**config.mk**
```make
export PLATFORM = sky130hd
export DESIGN_NAME = display_scan_controller
export DESIGN_NICKNAME = d
export VERILOG_FILES = /design/src/rtl/display_scan_controller.sv
export SDC_FILE = /design/constraint.sdc
export NUM_CORES = 1
export LEC_CHECK = 0
export ABC_AREA = 1
export CORE_ASPECT_RATIO = 1.5
export CORE_MARGIN = 10
export CORE_UTILIZATION = 55
export DETAILED_ROUTE_END_ITERATION = 7
export PLACE_DENSITY = 0.85
export SLEW_MARGIN = 20
export SYNTH_ARGS = -nofsm -noshare
export SYNTH_HDL_FRONTEND = slang
export SYNTH_SLANG_ARGS = --single-unit
```
**constraint.sdc**
```tcl
create_clock -name clk -period 5.33 [get_ports clk]
set_clock_uncertainty 0.1 [all_clocks]
set_input_delay 1.599 -clock clk [delete_from_list [all_inputs] [get_ports clk]]
set_output_delay 1.599 -clock clk [all_outputs]
set_load 0.01 [all_outputs]
```
**src/rtl/display_scan_controller.sv**
```systemverilog
// Eight-digit multiplexed seven-segment scan controller with a frame-synchronised
// display shadow: loaded values only reach the segments at a frame boundary.
module display_scan_controller #(
  parameter int unsigned REFRESH_DIV = 100000
) (
  input  logic        clk,
  input  logic        reset,
  input  logic [31:0] value,
  input  logic        load,
  input  logic [7:0]  enable_mask,
  input  logic [7:0]  dp_mask,
  output logic [7:0]  anodes,
  output logic [6:0]  segments,
  output logic        dp,
  output logic        load_pending,
  output logic        frame_done
);

  localparam int unsigned PW = (REFRESH_DIV > 1) ? $clog2(REFRESH_DIV) : 1;
  localparam logic [PW-1:0] PRE_MAX = PW'(REFRESH_DIV - 1);

  logic [PW-1:0] prescaler_q, prescaler_d;
  logic [2:0]    index_q, index_d;
  logic [31:0]   staging_q, staging_d;
  logic [31:0]   shadow_q, shadow_d;
  logic          pending_q, pending_d;
  logic [7:0]    anodes_q, anodes_d;
  logic [6:0]    segments_q, segments_d;
  logic          dp_q, dp_d;
  logic          frame_done_q, frame_done_d;

  logic          tick;
  logic          boundary;
  logic [3:0]    nibble;
  logic [6:0]    glyph;

  always_comb begin
    tick        = (prescaler_q == PRE_MAX);
    boundary    = tick && (index_q == 3'd7);
    prescaler_d = tick ? '0 : prescaler_q + 1'b1;
    index_d     = tick ? index_q + 3'd1 : index_q;

    staging_d = staging_q;
    shadow_d  = shadow_q;
    pending_d = pending_q;
    // A load landing exactly on the boundary bypasses staging so it is shown next frame.
    if (load && boundary) begin
      staging_d = value;
      shadow_d  = value;
      pending_d = 1'b0;
    end else if (load) begin
      staging_d = value;
      pending_d = 1'b1;
    end else if (boundary && pending_q) begin
      shadow_d  = staging_q;
      pending_d = 1'b0;
    end
  end

  always_comb begin
    nibble = shadow_q[{index_q, 2'b00} +: 4];
    case (nibble)
      4'h0:    glyph = 7'h40;
      4'h1:    glyph = 7'h79;
      4'h2:    glyph = 7'h24;
      4'h3:    glyph = 7'h30;
      4'h4:    glyph = 7'h19;
      4'h5:    glyph = 7'h12;
      4'h6:    glyph = 7'h02;
      4'h7:    glyph = 7'h78;
      4'h8:    glyph = 7'h00;
      4'h9:    glyph = 7'h10;
      4'hA:    glyph = 7'h08;
      4'hB:    glyph = 7'h03;
      4'hC:    glyph = 7'h46;
      4'hD:    glyph = 7'h21;
      4'hE:    glyph = 7'h06;
      default: glyph = 7'h0E;
    endcase

    anodes_d     = '1;
    segments_d   = '1;
    dp_d         = 1'b1;
    frame_done_d = boundary;
    if (enable_mask[index_q]) begin
      anodes_d   = ~(8'b1 << index_q);
      segments_d = glyph;
      dp_d       = ~dp_mask[index_q];
    end
  end

  always_ff @(posedge clk or posedge reset) begin
    if (reset) begin
      prescaler_q  <= '0;
      index_q      <= '0;
      staging_q    <= '0;
      shadow_q     <= '0;
      pending_q    <= 1'b0;
      anodes_q     <= '1;
      segments_q   <= '1;
      dp_q         <= 1'b1;
      frame_done_q <= 1'b0;
    end else begin
      prescaler_q  <= prescaler_d;
      index_q      <= index_d;
      staging_q    <= staging_d;
      shadow_q     <= shadow_d;
      pending_q    <= pending_d;
      anodes_q     <= anodes_d;
      segments_q   <= segments_d;
      dp_q         <= dp_d;
      frame_done_q <= frame_done_d;
    end
  end

  assign anodes       = anodes_q;
  assign segments     = segments_q;
  assign dp           = dp_q;
  assign load_pending = pending_q;
  assign frame_done   = frame_done_q;

endmodule
```
## After elaboration in Yosys (flattened, before gate mapping)

Memories as Yosys holds them, arrays and structs flattened.
Index checks and enable logic that the tools add are counted.

| operators by class | value |
|---|---|
| add/subtract/negate cells | 2 |
| $lt $le $gt $ge | 1 |
| equality and inequality tests | 3 |
| shift-type cells | 2 |
| muxes and demuxes | 16 |
| bitwise gates (word level) | 2 |
| reductions and logical operators | 7 |

Operators by type and width:

| operator | number |
|---|---|
| two-way mux 32 bit | 5 |
| indexed part select 32 x 6 -> 4 bit | 1 |
| adder 17 x 1 -> 17 bit (second input constant) | 1 |
| equality test 17 bit (second input constant) | 1 |
| two-way mux 17 bit | 1 |
| two-way mux 8 bit | 1 |
| NOT 8 bit | 1 |
| << shifter 1 x 3 -> 8 bit (first input constant) | 1 |
| two-way mux 7 bit | 1 |
| binary-select mux 1 bit (select 3 bit) | 2 |
| two-way mux 1 bit | 6 |
| < comparator 3 x 4 -> 1 bit (second input constant) | 1 |
| nonzero test 2 bit | 2 |
| adder 3 x 1 -> 3 bit (second input constant) | 1 |
| equality test 3 bit (second input constant) | 1 |
| logical AND 1 bit | 3 |
| nonzero test 3 bit | 1 |
| inequality test 2 x 1 -> 1 bit (second input constant) | 1 |
| AND reduction 2 bit | 1 |
| NOT 1 bit | 1 |

| storage, ports and cells | value |
|---|---|
| register bits | 102 |
| memory bits (read-only) | 112 |
| input port bits | 51 |
| output and inout port bits | 18 |
| logic and storage cells | 43 |
| memories | 1 |

Memories:

| memory | depth | width | read ports | clocked after memory_dff | write ports | RTL line | RTL |
|---|---|---|---|---|---|---|---|
| (name not given) | 16 | 7 | 1 | 0 | 0 | 62 | `case (nibble)` |

## Depth between registers and ports, before layout

Gate-level depths: netlist of run 1.

| logic depth | value |
|---|---|
| depth in word-level cells | 6 |
| mapped depth | 14 |
| gate-level depth less buffers | 12 |

## Worst setup path after synthesis of run 1

OpenSTA, ideal clock, no wires.

| timing path | value |
|---|---|
| kind | input port to flip-flop |
| start point | input port load |
| end point | register shadow_q[0] |
| setup time | 113 ps |
| arrival | 2425 ps |
| setup slack | 2692 ps |
| stages on the path | 7 |
| buffers on the path | 2 |
| cells stage by stage | clkbuf_1 -> clkbuf_1 -> o21ai_0 -> inv_1 -> nand4_1 -> nand2_1 -> inv_1 |

| on the way | value |
|---|---|
| word-level cells in the longest chain between the ends | 3 |

RTL lines:

| what | RTL line | RTL |
|---|---|---|
| start: declaration | 9 | `input logic load,` |
| logical AND 1 bit | 47 | `if (load && boundary) begin` |
| inequality test 2 x 1 -> 1 bit (no source line) / nonzero test 2 bit (equally long branches) | -- |  |
| AND reduction 2 bit (no source line) | -- |  |
| end signal: assignment | 107 | `shadow_q <= shadow_d;` |
| end: declaration | 25 | `logic [31:0] shadow_q, shadow_d;` |

Parallel ways exist; a longest one is shown, timed or not.
A chain may end at the register's enable or synchronous reset.

## Final worst setup path of run 1

| timing path | value |
|---|---|
| start point | input port load |
| end point | register shadow_q[16] |

The elaborated chain is that of the path after synthesis.

==> flow_summary.toml, run 1 <==
[clock_network]
post_cts_buffers = 0
clk_pin_slew_ns = 0.06
cts_resized = 0
cts.sink_count = 102
cts-root-buf = "clkbuf_16"
cts_max_path_buffers = 2
numCtsBuffers = 9
cts_max_level = 3
clk_latency_ns = 0.34
cts_tree = "built"
postCtsHoldBufs = 0

[worst_setup_path]
cp-end-kind = "flop"
cp.depth = 7
reg2reg_to = "shadow_q[16]$_DFFE_PP0P_"
cp_data_required_time_ns = 5.43
crit_path_top_delay_cell = "nand3_4"
crit_arrival_ns = 3.70
max_stage_delay_ns = 0.60
r2r_start = "index_q[0]$_DFFE_PP0N_"
path_delay_family = "simple AND/OR/NAND/NOR gates"
critPathLaunchType = "primary input"
crit_fanout = 61
r2r_slack_ns = 2.39
critPathKind = "primary input to flop"
ff2ff_path_depth = 5
crit_chain = "clkdlybuf4s50_1, buf_4, nor2_1, inv_1, nand3_4, nand2_1, o21ai_2"
cp_num_buf_inv = 3

[timing]
worst_pin_slew_ns = 0.982
clock.fmax_mhz = 278
period_share_pct = 67.4
report.final.hold_viol_count = 0
slew_headroom_pct = 34.5
rsz0062_at_grt = "no"
setup_viol = 0
period_minus_slack_ns = 3.59
tns_ns = 0
maxSlewViolCount = 0

[floorplan]
dieWidth_um = 98.4
rows = 42
ios = 69
design.core.area_um2 = 8930
fp.dieH_um = 138
die_area_um2 = 13500
start_util_pct = 56.8

[synthesis]
synth_top_area_share_pct = 42.4
yosysSeqAreaShare_pct = 50.7
postSynthAreaPerCell_um2 = 8.27
ys_seq_elements = 102
ys_types = 32
ys_warn_count = 0
ys_top_cells_by_area = "dfrtp_1 (42%), nand2_1 (14%), dfstp_2 (8.3%), inv_1 (7.6%), nand3_1 (5.6%)"
synthesis.nets = 677
netlist_area_um2 = 5070
synth_top_cell_by_area = "dfrtp_1"
syn_inst = 614

[layout]
seqCellArea_um2 = 2570
final_nets = 737
postLayoutCoreUtil_pct = 67.6
diodes = 0
synthToLayoutAreaGrowth_pct = 19.0
layoutNonFillerInstCount = 789
multiInputGateArea_um2 = 1960
layout-drive-gt1-share_pct = 11.6
num-fill-cells = 719

[routing]
route.detailed.drc = 0
drt_first_iter_violations = 277
wirelength_um = 11300
postRouteAntennaNets = 0
wl_per_cell_um = 14.4
avgViaCountPerCell = 5.17
firstDrtPassIters = 5
vias = 4077

[placed_design]
io_buffers = 68
place_inst = 773
post-dp-hpwl_um = 8350
gp_congestion = 0.870

[global_route]
grt_use_total_pct = 17.4
grt_max_degree = 65
grt_pass1_vias = 4370
antenna_found_initial = 0
grt_pass1_wl_um = 19700
grt_overflow = 0

[worst_hold_path]
holdPathEnd = "prescaler_q[0]$_DFF_PP0_"
worst_hold_path_type = "flop to flop"
holdCritStartpoint = "prescaler_q[0]$_DFF_PP0_"
holdPathStages = 1

[power]
leakagePower_nw = 3.03
power_density_nw_per_um2 = 250
vdd_drop_max_uv = 186

[status]
status = "finished clean"

[run]
drv_cap = 0
-- where the power goes --
part	switching [mW]	total (mW)	internal [mW]
clock	0.265	0.593	0.329
combinational	0.0607	0.111	0.0503
sequential	0.00673	0.805	0.799
total	0.332	1.51	1.18
-- cell usage after synthesis, drive strengths merged --
| cell | count |
|---|---|
| o211ai | 1 |
| xnor2 | 1 |
| o22ai | 4 |
| a21oi | 5 |
| dfrtp | 86 |
| nor4 | 1 |
| buf | 13 |
| nor2 | 30 |
| nor3b | 1 |
| dfstp | 16 |
| o21ai | 52 |
| nand4 | 6 |
| ha | 12 |
| nand3 | 59 |
| xor2 | 6 |
| a31oi | 1 |
| nor3 | 5 |
| clkbuf | 9 |
| nand2 | 200 |
| inv | 106 |
-- how the worst max path moves through the flow --
stage          start                  endpoint  slack, ns
2_1_floorplan  reset      frame_done$_DFF_PP0_       0.98
3_3_place_gp    load  shadow_q[11]$_DFFE_PP0P_       1.50
3_5_place_dp    load   shadow_q[2]$_DFFE_PP0P_       1.40
4_1_cts         load  shadow_q[16]$_DFFE_PP0P_       1.73
5_1_grt         load  shadow_q[16]$_DFFE_PP0P_       1.50
6_report        load  shadow_q[16]$_DFFE_PP0P_       1.74
-- stage by stage --
| step | power, mW | cell area (um^2) | worst slack, ns | hold WS, ns |
|---|---|---|---|---|
| 2_1_floorplan | 0.873 | 5070 | 0.982 | 0.333 |
| 6_report | 1.51 | 6040 | 1.74 | 0.363 |
| 3_3_place_gp | 0.927 | 5780 | 1.50 | 0.349 |
| 3_5_place_dp | 0.932 | 5780 | 1.40 | 0.358 |
| 5_1_grt | 1.56 | 6040 | 1.50 | 0.388 |
| 4_1_cts | 1.52 | 6040 | 1.73 | 0.367 |
-- worst reg2reg max path, delay by kind of cell (launching register included) --
kind | cells | cell delay [ns]
AND/OR/NAND/NOR | 2 | 0.97
adder cells (fa/ha/maj) | 2 | 0.66
AO/OA/AOI/OAI | 1 | 0.07
flip-flops | 1 | 0.99
-- flip-flops by register name, indices dropped and copies added (netlist names) --
signal / cells
segments: 7
index_q: 3
prescaler_q: 17
shadow_q: 32
load_pending: 1
staging_q: 32
anodes: 8
dp: 1
frame_done: 1
-- per-layer routing --
layer / vias up / wire length [um] / track usage (%)
met5: - / 0 / 0
met4: 0 / 300 / 7.99
met3: 25 / 531 / 3.31
met2: 113 / 6270 / 32.8
met1: 1932 / 4220 / 18.3
li1: 2007 / - / -
-- cells in the final DEF (no fill, tap or decap), types with 2 or more instances in the layout --
master           netlist  layout
a21oi_1                5       5
buf_4                  2       3
clkbuf_1               9       4
clkbuf_16              0       9
clkdlybuf4s50_1        0      68
clkinv_2               0       2
dfrtp_1               86      86
dfstp_2               16      16
ha_1                  12      12
inv_1                103     102
inv_2                  3       3
nand2_1              196     196
nand2_2                4       4
nand3_1               57      57
nand4_1                5       5
nor2_1                26      26
nor2_2                 3       3
nor3_1                 2       2
nor3_2                 2       2
o21ai_0               23      23
o21ai_2               29      29
o22ai_1                4       4
xor2_1                 6       6
-- cell families after synthesis --
family	Yosys count	synth area share, %
simple gates	302	26.0
buf+inv	128	10.6
flops	102	50.7
compound gates	63	8.53
fa+ha+maj	12	2.96
xor+xnor	7	1.21
-- area by class of cell --
class                      instances  share of cell area (%)
tap                              110                    2.28
clock buffer                      14                    4.20
multi-input combinational        384                    32.5
inverter                         106                    6.63
clock inverter                     2                   0.166
sequential                       102                    42.6
timing repair buffer              71                    11.6
No activity file was read; power rests on OpenSTA's default activity.
==> run 2, diff against run 1 <==
==> constraint.sdc (replaced) <==
create_clock -name clk -period 3.5 [get_ports clk]
set_clock_uncertainty 0.1 [all_clocks]
set_input_delay 1.05 -clock clk [delete_from_list [all_inputs] [get_ports clk]]
set_output_delay 1.05 -clock clk [all_outputs]
set_load 0.01 [all_outputs]
==> flow_summary.toml, run 2 (synthesized netlist as in run 1, its figures left out) <==
[placed_design]
gp_congestion = 0.838
post-dp-hpwl_um = 8050
place_inst = 777
io_buffers = 68

[routing]
route.detailed.drc = 0
postRouteAntennaNets = 0
vias = 3994
wl_per_cell_um = 14.0
drt_first_iter_violations = 326
avgViaCountPerCell = 5.04
firstDrtPassIters = 4
wirelength_um = 11100

[timing]
period_share_pct = 76.0
maxSlewViolCount = 0
setup_viol = 0
clock.fmax_mhz = 376
report.final.hold_viol_count = 0
tns_ns = 0
rsz0062_at_grt = "no"
slew_headroom_pct = 57.8
worst_pin_slew_ns = 0.632
period_minus_slack_ns = 2.66

[global_route]
grt_overflow = 0
grt_pass1_wl_um = 19200
grt_use_total_pct = 16.9
antenna_found_initial = 0
grt_max_degree = 103
grt_pass1_vias = 4244

[clock_network]
numCtsBuffers = 9
postCtsHoldBufs = 0
cts_max_level = 3
post_cts_buffers = 0
cts_tree = "built"
clk_pin_slew_ns = 0.07
cts_resized = 0
cts_max_path_buffers = 2
clk_latency_ns = 0.34
cts.sink_count = 102
cts-root-buf = "clkbuf_16"

[power]
p_comb_share_pct = 6.9
leakagePower_nw = 3.08
switching_share_pct = 21.5
power.internal_mw = 1.94
p_switching_uw = 532
total_power_mw = 2.47
power_density_nw_per_um2 = 401
vdd_drop_max_uv = 358
clockPowerShare_pct = 43.5
power_frac_seq_pct = 49.6

[worst_setup_path]
crit_arrival_ns = 2.79
crit_fanout = 22
cp-end-kind = "flop"
critPathKind = "primary input to flop"
cp_data_required_time_ns = 3.63
critPathLaunchType = "primary input"

[layout]
final_common_cell = "nand2_1"
final_nets = 741
largestRegisters = "shadow_q x32, staging_q x32, prescaler_q x17"
final_cell_mix = "nand2_1 (196), inv_1 (102), dfrtp_1 (86)"
layoutNonFillerInstCount = 793
diodes = 0
synthToLayoutAreaGrowth_pct = 21.3
layout-drive-gt1-share_pct = 12.7

[floorplan]
start_util_pct = 56.8
ios = 69
design.core.area_um2 = 8930
rows = 42
dieWidth_um = 98.4
fp.dieH_um = 138
die_area_um2 = 13500

[run]
drv_cap = 0

[worst_hold_path]
worst_hold_path_type = "flop to flop"

[status]
status = "finished clean"
==> run 2: cell types whose count changed in the layout (fill, tap and decap cells not counted) <==
cell        delta
clkbuf_1       -4
buf_12         +2
buf_4          +2
bufinv_16      +2
clkinv_2       +1
clkinvlp_4     +1
inv_4          -1
inv_6          +1
==> run 2: worst max-delay path, stage by stage <==
cell	delay, ns
clkdlybuf4s50_1	0.70
nor2_1	0.12
inv_1	0.16
nand3_4	0.28
buf_4	0.31
nand2_1	0.11
o21ai_2	0.06
==> run 2: final cells by class <==
cell class	count	area (um^2)
Timing Repair Buffer	75	758
Multi-Input combinational cell	384	1960
Clock inverter	6	83.8
Inverter	106	402
Tap cell	110	138
Sequential cell	102	2570
Fill cell	729	2780
Clock buffer	10	239
==> run 2: path summary, 6_finish.rpt <==
path / start / to / slack [ns] / cells after the start
worst max-delay path: load / shadow_q[26]$_DFFE_PP0P_ / 0.84 / 7
worst min-delay path: prescaler_q[0]$_DFF_PP0_ / prescaler_q[0]$_DFF_PP0_ / 0.37 / 1
worst max register to register: index_q[0]$_DFFE_PP0N_ / segments[0]$_DFF_PP1_ / 1.20 / 11
worst min register to register: prescaler_q[0]$_DFF_PP0_ / prescaler_q[0]$_DFF_PP0_ / 0.37 / 1
max in group asynchronous: reset / dp$_DFF_PP1_ / 1.77 / 3
min in group asynchronous: reset / staging_q[28]$_DFFE_PP0P_ / 1.07 / 3
==> run 2: power by group through the flow <==
stage	registers (mW)	clock network, mW	logic [mW]
final	1.23	1.07	0.170
after global routing	1.23	1.14	0.194
after CTS	1.23	1.09	0.174
after detailed placement	1.25	0	0.173
after global placement	1.25	0	0.168
after floorplan	1.25	0	0.0840
==> run 2: metal layers <==
metal	track usage [%]	routed length [um]	vias up	part of all wire [%]
li1	-	-	2014	-
met1	17.9	4310	1872	39
met2	30.9	6020	88	54
met3	3.61	464	20	4.2
met4	8.79	307	0	2.8
met5	0	0	-	0
==> run 2: through the flow <==
step | setup slack [ns] | hold slack [ns] | instance area (um^2) | utilization (%)
after floorplan | 1.15 | 0.333 | 5080 | -
after CTS | 0.853 | 0.367 | 6160 | 68.9
after detailed placement | 0.497 | 0.357 | 5830 | 65.3
after global routing | 0.683 | 0.392 | 6160 | 68.9
after global placement | 0.572 | 0.354 | 5830 | 65.3
final | 0.839 | 0.369 | 6160 | 68.9
